<file path="config.mk">
export PLATFORM = sky130hd
export DESIGN_NAME = instr_fetch
export DESIGN_NICKNAME = d
export VERILOG_FILES = /design/src/rtl/mips_pkg.sv /design/src/rtl/next_pc_calc.sv /design/src/rtl/instr_fetch.sv
export SDC_FILE = /design/constraint.sdc
export NUM_CORES = 1
export LEC_CHECK = 0
export BUFFER_PORTS_ARGS = -buffer_cell sky130_fd_sc_hd__buf_2
export CAP_MARGIN = 10
export CORE_ASPECT_RATIO = 0.75
export CORE_MARGIN = 1
export CORE_UTILIZATION = 41
export DETAILED_ROUTE_END_ITERATION = 12
export MAX_ROUTING_LAYER = met4
export PLACE_DENSITY = 0.67
export SYNTH_ARGS = -nofsm -noshare
export SYNTH_HDL_FRONTEND = slang
export SYNTH_SLANG_ARGS = --single-unit
</file>
<file path="constraint.sdc">
create_clock -name clk -period 2.8 [get_ports clk]
set_input_delay 0.28 -clock clk [delete_from_list [all_inputs] [get_ports clk]]
set_output_delay 0.28 -clock clk [all_outputs]
set_load 0.005 [all_outputs]
</file>
<file path="src/rtl/mips_pkg.sv">
// mips_pkg: shared opcodes, fetch FSM states and constants for the mips4 pipeline
package mips_pkg;
    localparam logic [5:0] OP_RTYPE = 6'd0;
    localparam logic [5:0] OP_J     = 6'd2;
    localparam logic [5:0] OP_BEQ   = 6'd4;
    localparam logic [5:0] OP_BNE   = 6'd5;
    localparam logic [5:0] OP_ADDI  = 6'd8;
    localparam logic [5:0] OP_LW    = 6'd35;
    localparam logic [5:0] OP_SW    = 6'd43;
    localparam logic [31:0] NOP_INSTR = 32'h0;
    typedef enum logic {FETCH, DRAIN} fetch_state_t;
endpackage

</file>
<file path="src/rtl/next_pc_calc.sv">
// next_pc_calc: resolves redirect decision and target from execute-stage control
module next_pc_calc (
    input  logic        Branch,
    input  logic        NotEqualBranch,
    input  logic        Jump,
    input  logic        Zero,
    input  logic [31:0] ex_pc4,
    input  logic [15:0] ex_imm,
    input  logic [25:0] ex_target,
    output logic        take,
    output logic [31:0] target
);
    always_comb begin
        take   = Jump | (Branch & Zero) | (NotEqualBranch & ~Zero);
        target = Jump ? {ex_pc4[31:28], ex_target, 2'b00}
                      : ex_pc4 + {{14{ex_imm[15]}}, ex_imm, 2'b00};
    end
endmodule

</file>
<file path="src/rtl/instr_fetch.sv">
// instr_fetch: PC, req/ack instruction fetch and single-entry IF/ID register
module instr_fetch
    import mips_pkg::*;
#(
    parameter logic [31:0] RESET_PC = 32'h0000_0000
) (
    input  logic        clk,
    input  logic        reset,
    output logic        imem_req,
    output logic [31:0] imem_addr,
    input  logic        imem_ack,
    input  logic [31:0] imem_rdata,
    input  logic        Branch,
    input  logic        NotEqualBranch,
    input  logic        Jump,
    input  logic        Zero,
    input  logic [31:0] ex_pc4,
    input  logic [15:0] ex_imm,
    input  logic [25:0] ex_target,
    input  logic        id_ready,
    output logic        id_valid,
    output logic [31:0] id_instr,
    output logic [31:0] id_pc4,
    output logic [5:0]  Opcode,
    output logic [5:0]  Funct
);
    fetch_state_t state, state_n;
    logic [31:0] pc, drain_addr, target;
    logic        pending, take, slot_free, xfer;

    next_pc_calc u_npc (
        .Branch(Branch),
        .NotEqualBranch(NotEqualBranch),
        .Jump(Jump),
        .Zero(Zero),
        .ex_pc4(ex_pc4),
        .ex_imm(ex_imm),
        .ex_target(ex_target),
        .take(take),
        .target(target)
    );

    always_ff @(posedge clk) begin
        if (reset) state <= FETCH;
        else       state <= state_n;
    end

    // DRAIN keeps the abandoned request alive at its original address until memory acks it
    always_comb begin
        slot_free = ~id_valid | id_ready;
        imem_req  = (state == DRAIN) | slot_free | pending;
        imem_addr = (state == DRAIN) ? drain_addr : pc;
        xfer      = imem_req & imem_ack & (state == FETCH) & ~take;
        state_n   = (state == DRAIN && imem_ack) ? FETCH : state;
        if (take) state_n = (imem_req && !imem_ack) ? DRAIN : FETCH;
    end

    always_ff @(posedge clk) begin
        if (reset) begin
            pc         <= RESET_PC;
            drain_addr <= RESET_PC;
            pending    <= 1'b0;
            id_valid   <= 1'b0;
            id_instr   <= NOP_INSTR;
            id_pc4     <= 32'h0;
        end else begin
            pending    <= imem_req & ~imem_ack;
            drain_addr <= imem_addr;
            if (take) begin
                pc       <= target;
                id_valid <= 1'b0;
                id_instr <= NOP_INSTR;
            end else if (xfer) begin
                pc       <= pc + 32'd4;
                id_pc4   <= pc + 32'd4;
                id_instr <= imem_rdata;
                id_valid <= 1'b1;
            end else if (id_ready) begin
                id_valid <= 1'b0;
                id_instr <= NOP_INSTR;
            end
        end
    end

    assign Opcode = id_instr[31:26];
    assign Funct  = id_instr[5:0];
endmodule

</file>
### Word-level counts from Yosys, hierarchy flattened

Cells that the tools add are included.

| storage, ports and cells | value |
|---|---|
| output and inout bits | 110 |
| input bits | 114 |
| bits in writable memories | 0 |
| register bits after elaboration | 131 |
| logic and storage cells | 44 |
| latch bits | 0 |
| memory bits (read-only) | 0 |
| memories kept | 0 |

| cells by class | value |
|---|---|
| multiplexer cells | 11 |
| shift-type cells | 0 |
| equal/unequal tests | 0 |
| add/subtract/negate cells | 2 |
| order comparisons | 0 |
| reductions and logical operators | 8 |
| multiply operators | 0 |
| div/mod/pow operators | 0 |
| bitwise logic cells | 16 |

Operators by type and width:

| kind | count |
|---|---|
| two-way mux 32 bit | 6 |
| adder 32 x 3 -> 32 bit (second input constant) | 1 |
| adder 32 bit | 1 |
| bitwise AND 1 bit | 6 |
| nonzero test 2 bit | 3 |
| two-way mux 1 bit | 5 |
| inverter 1 bit | 5 |
| bitwise OR 1 bit | 5 |
| logical AND 1 bit | 2 |
| AND reduction 2 bit | 1 |
| OR reduction 2 bit | 1 |
| logical NOT 1 bit | 1 |

### Depth between registers and ports, before layout

| depth | value |
|---|---|
| depth after elaboration | 9 |
| gate-level depth with buffers | 11 |
| mapped depth without buffers | 11 |

### By module

A second synthesis with hierarchy kept.

| unflattened totals | value |
|---|---|
| cells, all modules | 998 |
| area, all modules | 8117.8 µm² |

By module, submodules not included:

| module | times used | seq. area each (µm²) | cells an instance | area an instance (µm²) |
|---|---|---|---|---|
| instr_fetch | 1 | 2622.5 | 718 | 6168.4 |
| next_pc_calc | 1 | 0.0 | 280 | 1949.4 |

### Worst setup path after synthesis

OpenSTA, ideal clock, no wires.

| timing path | value |
|---|---|
| kind | input to register |
| start point | input port ex_pc4[2] |
| end point | register pc[30] |
| cell stages on the path | 11 |
| library setup time | 0.069 ns |
| required time | 2.731 ns |
| path buffers | 0 |
| arrival | 2.719 ns |
| setup slack | 0.012 ns |
| cell sequence | ha_1 -> fa_1 -> a21o_2 -> a221o_1 -> o211ai_2 -> o211ai_2 -> o311a_4 -> a211o_1 -> a211oi_2 -> a41oi_1 -> o21ai_1 |

| between the ends | value |
|---|---|
| word-level cells in the longest chain between the ends | 3 |

RTL lines:

| element | line | text |
|---|---|---|
| start: declaration | instr_fetch.sv:17 | `input logic [31:0] ex_pc4,` |
| adder 32 bit | next_pc_calc.sv:16 | `: ex_pc4 + {{14{ex_imm[15]}}, ex_imm, 2'b00};` |
| two-way mux 32 bit | next_pc_calc.sv:15 | `target = Jump ? {ex_pc4[31:28], ex_target, 2'b00}` |
| two-way mux 32 bit | instr_fetch.sv:69 | `if (take) begin` |
| end signal: assignment | instr_fetch.sv:70 | `pc <= target;` |
| end signal: assignment | instr_fetch.sv:74 | `pc <= pc + 32'd4;` |
| end: declaration | instr_fetch.sv:28 | `logic [31:0] pc, drain_addr, target;` |

Every way passes these cells.
A chain may end at the register's enable or synchronous reset.

### Worst setup path in the final report

Ends and elaborated chain as after synthesis.

==> summary.json <==
{
  "drt-initial-drc-count": {"value": 556},
  "netlist_instances": {"value": 909},
  "grt_max_degree": {"value": 63},
  "final_period_minus_worst_setup_slack": {"value": 2650, "unit": "ps"},
  "grt.overflow.total": {"value": 0},
  "die_h": {"value": 119, "unit": "um"},
  "postCtsSetupRepairBufs": {"value": 0},
  "detail_route.drc_violations": {"value": 0},
  "row_count": {"value": 42},
  "timing.final.setup_violations": {"value": 0},
  "area_growth_syn_to_layout": {"value": 27.7, "unit": "%"},
  "cts_tree": {"value": "done"},
  "worstHoldEndpoint": {"value": "pc[16]$_SDFFE_PP0P_"},
  "routed-via-count": {"value": 7204},
  "multiInputGateArea": {"value": 4510, "unit": "um2"},
  "final_cell_mix": {"value": "sky130_fd_sc_hd__buf_2, sky130_fd_sc_hd__dfxtp_1, sky130_fd_sc_hd__nand2_1, sky130_fd_sc_hd__nor2_1, sky130_fd_sc_hd__a21oi_1"},
  "postCtsResizedCells": {"value": 0},
  "reg2reg_to": {"value": "id_pc4[31]$_SDFFE_PP0P_"},
  "vdd.ir_drop.worst": {"value": 350, "unit": "uV"},
  "most_common_cell_after_layout_fill_and_taps_aside": {"value": "sky130_fd_sc_hd__buf_2"},
  "run_status": {"value": "complete, no violations"},
  "worst_setup_path_start_kind": {"value": "input pin"},
  "post_synth_instance_area": {"value": 7500, "unit": "um2"},
  "totalNegativeSetupSlack": {"value": 0, "unit": "ps"},
  "cts-hold-fix-buffers": {"value": 0},
  "cp-startpoint": {"value": "ex_pc4[2]"},
  "num-nets-final": {"value": 1266},
  "max_cap_viol_count": {"value": 0},
  "tritoncts_sinks": {"value": 131},
  "timing.hold.worst.start": {"value": "ex_target[14]"},
  "portBuffers": {"value": 223},
  "grt_setup_unrepaired": {"value": "false"},
  "floorplan.initialDensity": {"value": 0.422},
  "detail_route.vias_per_cell": {"value": 5.24},
  "ys_seq_area_frac": {"value": 0.350},
  "regToRegStartpoint": {"value": "pc[2]$_SDFFE_PP0P_"},
  "route.detailed.wl_per_inst": {"value": 16.1, "unit": "um"},
  "worst_setup_hold_path_clk_slew": {"value": 60, "unit": "ps"},
  "synth_edf_count": {"value": 0},
  "power_leakage": {"value": 0.00413, "unit": "uW"},
  "cts_buffers": {"value": 17},
  "rr_worst_depth": {"value": 6},
  "antenna_violating_nets_post_route": {"value": 0},
  "grt_antenna_before_repair": {"value": 0},
  "synthesis.area_per_instance": {"value": 8.25, "unit": "um2"},
  "die-width": {"value": 158, "unit": "um"},
  "postSynthRegisterBits": {"value": 131},
  "clkLatencyLatePin": {"value": 410, "unit": "ps"},
  "fmax": {"value": 377, "unit": "MHz"},
  "clock-skew-final": {"value": 10.2, "unit": "ps"},
  "cts_root_buf": {"value": "sky130_fd_sc_hd__clkbuf_16"},
  "fp.coreArea": {"value": 17800, "unit": "um2"},
  "yosys_warnings": {"value": 0},
  "grt_pass1_vias": {"value": 6587},
  "finalWirelength": {"value": 22200, "unit": "um"},
  "number_of_cells_on_the_worst_hold_path": {"value": 2},
  "drtPass1Iterations": {"value": 6},
  "final_max_slew_viol_count": {"value": 0},
  "ioPinCount": {"value": 224},
  "postSynth.asyncResetShare": {"value": 0},
  "grt_usage": {"value": 0.245},
  "required": {"value": 3140, "unit": "ps"},
  "finalPower": {"value": 5550, "unit": "uW"},
  "timing.setup.critical_path_class": {"value": "input pin to register"},
  "htree_num_levels": {"value": 4},
  "num_antenna_cells": {"value": 0},
  "synth.net_count": {"value": 1054},
  "final_hold_viol_count": {"value": 0},
  "final.fill_count": {"value": 1755},
  "synth_cell_type_count": {"value": 72},
  "slew_headroom": {"value": 0.579},
  "critPathMaxFanout": {"value": 3},
  "crit_arrival": {"value": 2990, "unit": "ps"},
  "end_kind": {"value": "register"},
  "synth-main-ff-cell": {"value": "sky130_fd_sc_hd__dfxtp_1"},
  "post-route-period-util": {"value": 0.947},
  "gp_congestion": {"value": 0.931},
  "cts_max_path_buffers": {"value": 2},
  "seq_area": {"value": 2620, "unit": "um2"},
  "drive_gt1_frac": {"value": 0.304},
  "cellPowerDensity": {"value": 579, "unit": "nW/um2"},
  "min_path_type": {"value": "input pin to register"},
  "wire_length_of_the_first_global_routing_pass": {"value": 34900, "unit": "um"},
  "ff2ff_setup_slack": {"value": 250, "unit": "ps"},
  "hpwlAfterDp": {"value": 16500, "unit": "um"},
  "worst_slew_pin_slew": {"value": 631, "unit": "ps"},
  "fp.dieArea": {"value": 18800, "unit": "um2"}
}
## cell type report
class | count | area share
clock buffers | 19 | 0.0463
multi-input cells | 694 | 0.472
flip-flops and latches | 131 | 0.274
repair buffers | 263 | 0.149
clock inverters | 13 | 0.0216
inverters | 14 | 0.00549
well taps | 242 | 0.0316
## how the worst max path moves through the flow
| stage | slack, ps | cells past startpoint | end |
|---|---|---|---|
| after floorplan | 10 | 11 | pc[30]$_SDFFE_PP0P_ |
| after global placement | -220 | 12 | pc[30]$_SDFFE_PP0P_ |
| after detailed placement | -270 | 12 | pc[30]$_SDFFE_PP0P_ |
| after CTS | 170 | 12 | pc[30]$_SDFFE_PP0P_ |
| after global routing | 20 | 6 | id_pc4[31]$_SDFFE_PP0P_ |
| final | 150 | 12 | pc[30]$_SDFFE_PP0P_ |
## cell usage after synthesis, types with 4 or more instances
master | instances | area [um2]
sky130_fd_sc_hd__dfxtp_1 | 131 | 2620
sky130_fd_sc_hd__nand2_1 | 104 | 390
sky130_fd_sc_hd__nor2_1 | 92 | 345
sky130_fd_sc_hd__a21oi_1 | 81 | 405
sky130_fd_sc_hd__clkbuf_1 | 53 | 199
sky130_fd_sc_hd__xnor2_1 | 45 | 394
sky130_fd_sc_hd__a211oi_1 | 37 | 278
sky130_fd_sc_hd__and2_1 | 37 | 231
sky130_fd_sc_hd__nand3b_1 | 32 | 240
sky130_fd_sc_hd__ha_1 | 30 | 375
sky130_fd_sc_hd__mux2_2 | 30 | 338
sky130_fd_sc_hd__xor2_1 | 29 | 254
sky130_fd_sc_hd__o21ai_0 | 27 | 135
sky130_fd_sc_hd__nand3_1 | 19 | 95.1
sky130_fd_sc_hd__inv_1 | 14 | 52.6
sky130_fd_sc_hd__buf_4 | 12 | 90.1
sky130_fd_sc_hd__nor3_1 | 12 | 60.1
sky130_fd_sc_hd__nand4_1 | 11 | 68.8
sky130_fd_sc_hd__a21o_1 | 9 | 67.6
sky130_fd_sc_hd__and3_1 | 9 | 56.3
sky130_fd_sc_hd__o211ai_1 | 9 | 67.6
sky130_fd_sc_hd__a311oi_1 | 5 | 43.8
sky130_fd_sc_hd__or3_1 | 5 | 31.3
sky130_fd_sc_hd__mux2i_1 | 4 | 40.0
sky130_fd_sc_hd__o21a_1 | 4 | 30.0
## where the power goes
group,total [uW],switching [uW],leakage [uW],internal (uW)
Sequential,2060,92.8,0.00107,1960
Combinational,1040,557,0.00275,479
Clock,2450,849,0.000313,1600
Total,5550,1500,0.00413,4050
## cell families after synthesis
family / count (synthesis) / share of synthesized area
muxes: 35 / 0.0519
DFF: 131 / 0.350
AOI/OAI and AO/OA: 212 / 0.186
xor gates and xnor gates: 74 / 0.0864
buffers and inverters: 84 / 0.0496
adders and majority gates: 31 / 0.0527
and+or+nand+nor: 342 / 0.223
## flip-flops by register name, indices dropped and copies added, names as in the netlist
register,flops
id_pc4,32
id_valid,1
pending,1
pc,32
id_instr,32
drain_addr,32
state,1
## metal layers
metal  GRT usage  up-vias  routed length (um)
met1       0.343     3343               10800
li1            -     3603                   -
met4      0.0637        0                 255
met3      0.0418       24                1300
met2       0.362      234                9870
met5           -        -                   0
## worst max-delay path, stage by stage
cell and delay (ps):
sky130_fd_sc_hd__buf_2 100, sky130_fd_sc_hd__ha_1 220, sky130_fd_sc_hd__fa_1 420, sky130_fd_sc_hd__a21o_2 240, sky130_fd_sc_hd__a221o_1 350, sky130_fd_sc_hd__o211ai_2 210, sky130_fd_sc_hd__o211ai_2 140, sky130_fd_sc_hd__o311a_4 340
sky130_fd_sc_hd__a211o_1 340, sky130_fd_sc_hd__a211oi_2 180, sky130_fd_sc_hd__a41oi_1 60, sky130_fd_sc_hd__o21ai_1 120
## through the flow
step            util  instances  instance area (um2)  setup slack, ps  hold WS, ps
4_1_cts        0.539       1376                 9570              166         73.0
5_1_grt        0.539       1376                 9570             19.5         73.9
3_3_place_gp   0.502       1344                 8920             -216          441
6_report       0.539       1376                 9570              150         82.3
3_5_place_dp   0.502       1344                 8920             -268          446
2_1_floorplan      -        909                 7500             12.2          369
Power figures use the tool's default switching activity.
